==> config.mk <==
export PLATFORM = sky130hd
export DESIGN_NAME = reaction_round_ctrl
export DESIGN_NICKNAME = d
export VERILOG_FILES = /design/src/rtl/reaction_pkg.sv /design/src/rtl/ms_tick_gen.sv /design/src/rtl/reaction_round_ctrl.sv
export SDC_FILE = /design/constraint.sdc
export NUM_CORES = 1
export LEC_CHECK = 0
export BUFFER_PORTS_ARGS = -buffer_cell sky130_fd_sc_hd__buf_2
export CAP_MARGIN = 40
export CORE_AREA = 2 2 78 80
export CTS_CLUSTER_DIAMETER = 30
export DETAILED_ROUTE_END_ITERATION = 16
export DIE_AREA = 0 0 80 82
export GPL_ROUTABILITY_DRIVEN = 0
export PLACE_DENSITY = 0.75
export SLEW_MARGIN = 30
export SYNTH_ARGS = -nofsm -noshare
export SYNTH_HDL_FRONTEND = slang
export SYNTH_SLANG_ARGS = --single-unit
==> constraint.sdc <==
create_clock -name clk -period 3.05 [get_ports clk]
set_input_delay 0.915 -clock clk [delete_from_list [all_inputs] [get_ports clk]]
set_output_delay 0.915 -clock clk [all_outputs]
set_load 0.02 [all_outputs]
==> src/rtl/reaction_pkg.sv <==
// Shared types and constants for the reaction-time game round controller.
// Holds the round state encoding, the measurement widths and a small min helper.
package reaction_pkg;

    localparam int MS_W   = 14;
    localparam int RAND_W = 12;
    localparam logic [MS_W-1:0] MAX_MS = 14'd9999;

    typedef enum logic [2:0] {
        IDLE,
        STEP,
        SETTLE,
        WAIT,
        REACT,
        DONE
    } state_e;

    function automatic logic [MS_W-1:0] minMs(input logic [MS_W-1:0] a,
                                              input logic [MS_W-1:0] b);
        return (a < b) ? a : b;
    endfunction

endpackage

==> src/rtl/ms_tick_gen.sv <==
// Millisecond prescaler: emits a one-cycle tick every DIV clocks.
// A restart pulse realigns the count so the first tick lands DIV cycles later.
module ms_tick_gen #(
    parameter int DIV = 50_000
) (
    input  logic clk,
    input  logic reset,
    input  logic restart,
    output logic tick
);

    localparam int CNT_W = (DIV > 1) ? $clog2(DIV) : 1;
    localparam logic [CNT_W-1:0] LAST = CNT_W'(DIV - 1);

    logic [CNT_W-1:0] cnt_q;
    logic [CNT_W-1:0] cnt_d;

    always_comb begin
        tick  = (cnt_q == LAST);
        cnt_d = cnt_q + CNT_W'(1);
        if (restart || tick) begin
            cnt_d = '0;
        end
    end

    always_ff @(posedge clk or posedge reset) begin
        if (reset) begin
            cnt_q <= '0;
        end else begin
            cnt_q <= cnt_d;
        end
    end

endmodule

==> src/rtl/reaction_round_ctrl.sv <==
// Round controller: draws a random delay from the LFSR, lights GO and times the press.
// Optional BEST_TIME_EN adds a best_ms output tracking the fastest valid round.
module reaction_round_ctrl
    import reaction_pkg::*;
#(
    parameter int CLK_HZ    = 50_000_000,
    parameter int MIN_DELAY = 500,
    parameter int MAX_TRIES = 16
) (
    input  logic              clk,
    input  logic              reset,
    input  logic              start,
    input  logic              btn,
    input  logic [RAND_W-1:0] rand_val,
    input  logic              rand_ready,
    output logic              lfsr_step,
    output logic              busy,
    output logic              go_led,
    output logic [MS_W-1:0]   react_ms,
    output logic              result_valid,
    output logic              false_start,
    output logic              timeout
`ifdef BEST_TIME_EN
    ,
    output logic [MS_W-1:0]   best_ms
`endif
);

    localparam int TRY_W = (MAX_TRIES > 2) ? $clog2(MAX_TRIES) : 1;
    localparam logic [TRY_W-1:0]  LAST_TRY  = TRY_W'(MAX_TRIES - 1);
    localparam logic [RAND_W-1:0] MIN_DLY_V = RAND_W'(MIN_DELAY);

    state_e            state_q, state_d;
    logic              btn_q;
    logic [TRY_W-1:0]  tries_q, tries_d;
    logic [RAND_W-1:0] delay_q, delay_d;
    logic [MS_W-1:0]   react_q, react_d;
    logic              valid_q, valid_d;
    logic              false_q, false_d;
    logic              tmo_q, tmo_d;
    logic              btn_rise;
    logic              tick;
    logic              restart;

    assign btn_rise = btn & ~btn_q;

    ms_tick_gen #(
        .DIV(CLK_HZ / 1000)
    ) u_tick (
        .clk    (clk),
        .reset  (reset),
        .restart(restart),
        .tick   (tick)
    );

    // A press always beats a same-cycle tick, so the reported time never advances on the press cycle.
    always_comb begin
        state_d = state_q;
        tries_d = tries_q;
        delay_d = delay_q;
        react_d = react_q;
        valid_d = valid_q;
        false_d = false_q;
        tmo_d   = tmo_q;
        case (state_q)
            IDLE, DONE: begin
                if (start) begin
                    state_d = STEP;
                    tries_d = '0;
                    react_d = '0;
                    valid_d = 1'b0;
                    false_d = 1'b0;
                    tmo_d   = 1'b0;
                end
            end
            STEP: begin
                state_d = SETTLE;
            end
            SETTLE: begin
                if (rand_ready) begin
                    delay_d = rand_val;
                    state_d = WAIT;
                end else if (tries_q < LAST_TRY) begin
                    tries_d = tries_q + TRY_W'(1);
                    state_d = STEP;
                end else begin
                    delay_d = MIN_DLY_V;
                    state_d = WAIT;
                end
            end
            WAIT: begin
                if (btn_rise) begin
                    false_d = 1'b1;
                    react_d = '0;
                    state_d = DONE;
                end else if (tick) begin
                    if (delay_q <= RAND_W'(1)) begin
                        state_d = REACT;
                    end else begin
                        delay_d = delay_q - RAND_W'(1);
                    end
                end
            end
            REACT: begin
                if (btn_rise) begin
                    valid_d = 1'b1;
                    state_d = DONE;
                end else if (tick) begin
                    if (react_q >= MAX_MS - MS_W'(1)) begin
                        react_d = MAX_MS;
                        tmo_d   = 1'b1;
                        state_d = DONE;
                    end else begin
                        react_d = react_q + MS_W'(1);
                    end
                end
            end
            default: begin
                state_d = IDLE;
            end
        endcase
        restart = (state_d != state_q) && ((state_d == WAIT) || (state_d == REACT));
    end

    always_ff @(posedge clk or posedge reset) begin
        if (reset) begin
            state_q <= IDLE;
            btn_q   <= 1'b0;
            tries_q <= '0;
            delay_q <= '0;
            react_q <= '0;
            valid_q <= 1'b0;
            false_q <= 1'b0;
            tmo_q   <= 1'b0;
        end else begin
            state_q <= state_d;
            btn_q   <= btn;
            tries_q <= tries_d;
            delay_q <= delay_d;
            react_q <= react_d;
            valid_q <= valid_d;
            false_q <= false_d;
            tmo_q   <= tmo_d;
        end
    end

`ifdef BEST_TIME_EN
    logic [MS_W-1:0] best_q, best_d;

    // Only a genuine press in REACT can improve the record.
    always_comb begin
        best_d = best_q;
        if ((state_q == REACT) && btn_rise) begin
            best_d = minMs(best_q, react_q);
        end
    end

    always_ff @(posedge clk or posedge reset) begin
        if (reset) begin
            best_q <= MAX_MS;
        end else begin
            best_q <= best_d;
        end
    end

    assign best_ms = best_q;
`endif

    assign lfsr_step    = (state_q == STEP);
    assign busy         = (state_q != IDLE) && (state_q != DONE);
    assign go_led       = (state_q == REACT);
    assign react_ms     = react_q;
    assign result_valid = valid_q;
    assign false_start  = false_q;
    assign timeout      = tmo_q;

endmodule

==> qor_table.md <==
| Stage | Parameter | Value |
|---|---|---|
| timing | Slew Limit Headroom | 48.2% |
| clock network | Number of gates resized after cts | 0 |
| die | Standard-cell rows | 28 |
| layout | Total area of multi-input combinational cells | 1640 sq um |
| setup path | Cell family contributing the most delay on the critical path | buffers and inverters |
| timing | Final-layout worst hold slack | 0.466 ns |
| clock network | TritonCTS clock tree | done |
| setup path | Data arrival at the endpoint of the critical path | 1.74 ns |
| global routing | Number of global-route vias before repair | 2638 |
| setup path | Standard cell with the maximum stage delay on the critical path | sky130_fd_sc_hd__dfrtp_1 |
| synth | Number of synthesized register bits | 53 |
| setup path | Classification of the worst setup path | reg2out |
| timing | Top achievable clock speed | 377 MHz |
| job | Max-cap check violation count | 0 |
| hold path | Startpoint of the worst hold path | u_tick.cnt_q[0] |
| layout | Area added between synthesis and finish | 11.3% |
| timing | Tmin final | 2.65 ns |
| synth | Largest area contributor in the synthesized netlist | sky130_fd_sc_hd__dfrtp_1 |
| global routing | Global Route Usage Sum | 24.9% |
| drt | Post-detailed-route DRC marker count | 0 |
| timing | RSZ-0062 raised after global routing | no |
| setup path | Maximum fanout along the worst path | 11 |
| die | Initial Util | 53.4% |
| synth | Synth Cell Area | 3070 sq um |
| die | Die height | 82 microns |
| die | Die boundary width | 80 microns |
| die | Core area | 5750 sq um |
| timing | Ratio of final minimum period to clock period | 86.9% |
| drt | Detailed-route via count | 2823 |
| clock network | Clock Sink Count | 53 |
| pwr | Sequential share of power | 42.7% |
| clock network | Clock Tree Buf Depth | 2 |
| pwr | P per Cell Area | 701 nW/um^2 |
| global routing | Total gr overflow | 0 |
| pwr | Leakage power of the design | 1.52 nW |
| global routing | First-pass GRT wire length | 12700 microns |
| setup path | Data required time of the critical path | 2.13 ns |
| layout | Post-route standard cell area excluding fillers | 3420 sq um |
| setup path | Critical-path cell list | inv_1 > nand3_1 > inv_1 > buf_2 |
| setup path | Setup crit start | state_q[0] |
| synth | Post-Synthesis Net Count | 361 |
| pwr | IR drop worst, VDD | 0.000390 V |
| drt | Routed vias/inst | 6.29 |
| setup path | Worst path bufs/invs | 3 |
| synth | Number of different library cells in the post-synthesis netlist | 59 |
| die | Io pins | 37 |
| clock network | Number of levels the H-tree was split into | 2 |
| run status | Run status | completed |
| synth | Dominant cells by area after synthesis | sky130_fd_sc_hd__dfrtp_1, sky130_fd_sc_hd__nand2_1, sky130_fd_sc_hd__nor2_1 |
| clock network | Number of CTS-inserted buffers | 5 |
| drt | Routed wire length | 7540 microns |
| clock network | CTS root buffer | sky130_fd_sc_hd__clkbuf_8 |
| hold path | Type of the worst min-delay path | reg2reg |
| layout | Storage element area | 1330 sq um |
| timing | Number of hold violations in the final report | 0 |
| synth | Synthesized netlist cell count | 338 |
| placed design | Minimum setup slack after placement | 0.724 ns |
| placed design | # port buffers | 36 |
| timing | Setup ws final | 0.398 ns |
| synth | Leading cell type by number of instances after synthesis | sky130_fd_sc_hd__dfrtp_1 |
| synth | Average cell area after synthesis | 9.08 sq um |
| layout | Inserted Diodes | 0 |
| layout | Number of standard cells in the final layout excluding fillers | 449 |
| pwr | Net switching fraction of the power | 42.2% |
| die | Die Footprint | 6560 sq um |
| placed design | Dpl hpwl | 5470 microns |
| drt | Number of design-rule violations left by the first detailed-router iteration | 253 |
| synth | Synth Warn # | 0 |
| drt | Iteration count of the initial detailed-routing pass | 5 |
| layout | Final core utilization | 59.5% |
| timing | Final total negative setup slack | 0 ns |
| drt | DR WL/cell | 16.8 microns |
| layout | Fraction of final layout cells with drive strength greater than 1 | 17.9% |
| timing | Final count of negative-setup-slack endpoints | 0 |
| timing | Transition at the pin with the smallest max-transition slack | 0.776 ns |
| layout | Filler instances | 507 |
| drt | Post-route antenna net violation count | 0 |
| pwr | Internal | 1.39 mW |
| global routing | Initial antenna violation count | 0 |
| setup path | Critical register-to-register path startpoint | react_ms[0] |
| synth | Leading register cell type out of synthesis | sky130_fd_sc_hd__dfrtp_1 |
| clock network | Clock latency on the worst-skew pair | 0.32 ns |
| global routing | GR peak layer | met2 |
| timing | Final Max Tran Viols | 0 |
| synth | Share of the yosys chip area belonging to registers | 43.2% |
| synth | Async set-or-reset flop fraction in the synthesized netlist | 100% |
| pwr | Clock share of power | 17.2% |
| synth | Cell types with the highest counts after synthesis | sky130_fd_sc_hd__dfrtp_1, sky130_fd_sc_hd__nand2_1, sky130_fd_sc_hd__nor2_1, sky130_fd_sc_hd__a21oi_1, sky130_fd_sc_hd__o21ai_0 |
| setup path | Kind of capture point of the worst setup path | output port |
| global routing | Largest net degree at the start of global routing | 24 |
| synth | Area share of the largest cell type after synthesis | 43.2% |
| clock network | Hold-fix buffer count after cts | 0 |
| layout | Count of nets after finishing | 396 |
| pwr | Gate power share | 40.1% |
| setup path | Cell occurring most often along the worst timing path | sky130_fd_sc_hd__inv_1 |
| placed design | Placement Cell Area | 3330 sq um |
| clock network | Reg clk slew, reported paths | 0.10 ns |
| global routing | Met3 Use GR | 5.27% |
| setup path | Setup crit start kind | flop |
| clock network | Total setup buffers inserted after CTS | 0 |
| synth | Number of flops mapped to enable cells by yosys | 0 |
| pwr | Net load switching power | 1.01 mW |
| setup path | Crit path largest cell delay | 0.52 ns |
| global routing | Met2 capacity usage during global routing | 41.9% |
| global routing | GR met1 Demand/Resource | 32.4% |
| placed design | Total placed cells including tap cells | 441 |
| timing | Post-route clock skew | 0.00710 ns |
| pwr | Post-layout power | 2.40 mW |
[worst paths after layout]
path                                          to  slack [ns]  cells past startpoint
worst max-delay path                      go_led        0.40                      4
worst min-delay path             u_tick.cnt_q[0]        0.47                      1
worst max register to register       react_ms[2]        0.73                      7
worst min register to register   u_tick.cnt_q[0]        0.47                      1
max in group asynchronous             delay_q[9]        1.83                      3
min in group asynchronous       u_tick.cnt_q[15]        0.61                      2
[layout make-up]
class / count / area share, %
clock buffer: 5 / 2.01
sequential: 53 / 38.8
multi-input combinational: 259 / 47.9
inverter: 12 / 1.32
timing repair buffer: 42 / 6.59
tap: 75 / 2.75
clock inverter: 3 / 0.622
[power groups by stage]
stage / clock network [mW] / logic (mW) / registers (mW)
5_1_grt: 0.457 / 1.07 / 1.05
2_1_floorplan: 0 / 0.736 / 0.974
3_5_place_dp: 0 / 0.946 / 1.03
6_report: 0.411 / 0.962 / 1.02
3_3_place_gp: 0 / 0.927 / 1.03
4_1_cts: 0.422 / 0.949 / 1.02
[placed cells by master (no fill, tap or decap), types with 8 or more instances in the layout]
cell / count
sky130_fd_sc_hd__dfrtp_1: 53
sky130_fd_sc_hd__nand2_1: 36
sky130_fd_sc_hd__buf_2: 36
sky130_fd_sc_hd__nor2_1: 31
sky130_fd_sc_hd__a21oi_1: 17
sky130_fd_sc_hd__o21ai_0: 17
sky130_fd_sc_hd__nand3_1: 15
sky130_fd_sc_hd__nor3_1: 14
sky130_fd_sc_hd__inv_1: 11
sky130_fd_sc_hd__xor2_1: 10
sky130_fd_sc_hd__nand4_1: 8
[metal layers]
layer  routed length [microns]  part of all wire, %
met3                       405                  5.4
met4                       108                  1.4
met2                      3640                   48
met1                      3390                   45
met5                         0                    0
[cell families (layout without fill, tap and decap cells)]
kind of cell    Yosys count  count (layout)  synth area share (%)
xor+xnor                 16              16                  4.57
compound gates           95              95                  21.6
buf+inv                  26              62                  3.47
mux                       1               1                 0.367
simple gates            141             141                  24.3
flops                    53              53                  43.2
fa+ha+maj                 6               6                  2.45
[sequential cells by signal, summed over array words and instances, names as in the netlist]
name and count:
u_tick.cnt_q 16, react_ms 14, delay_q 12, tries_q 4, state_q 3, btn_q 1
false_start 1, result_valid 1, timeout 1
No activity file was read; power rests on OpenSTA's default activity.
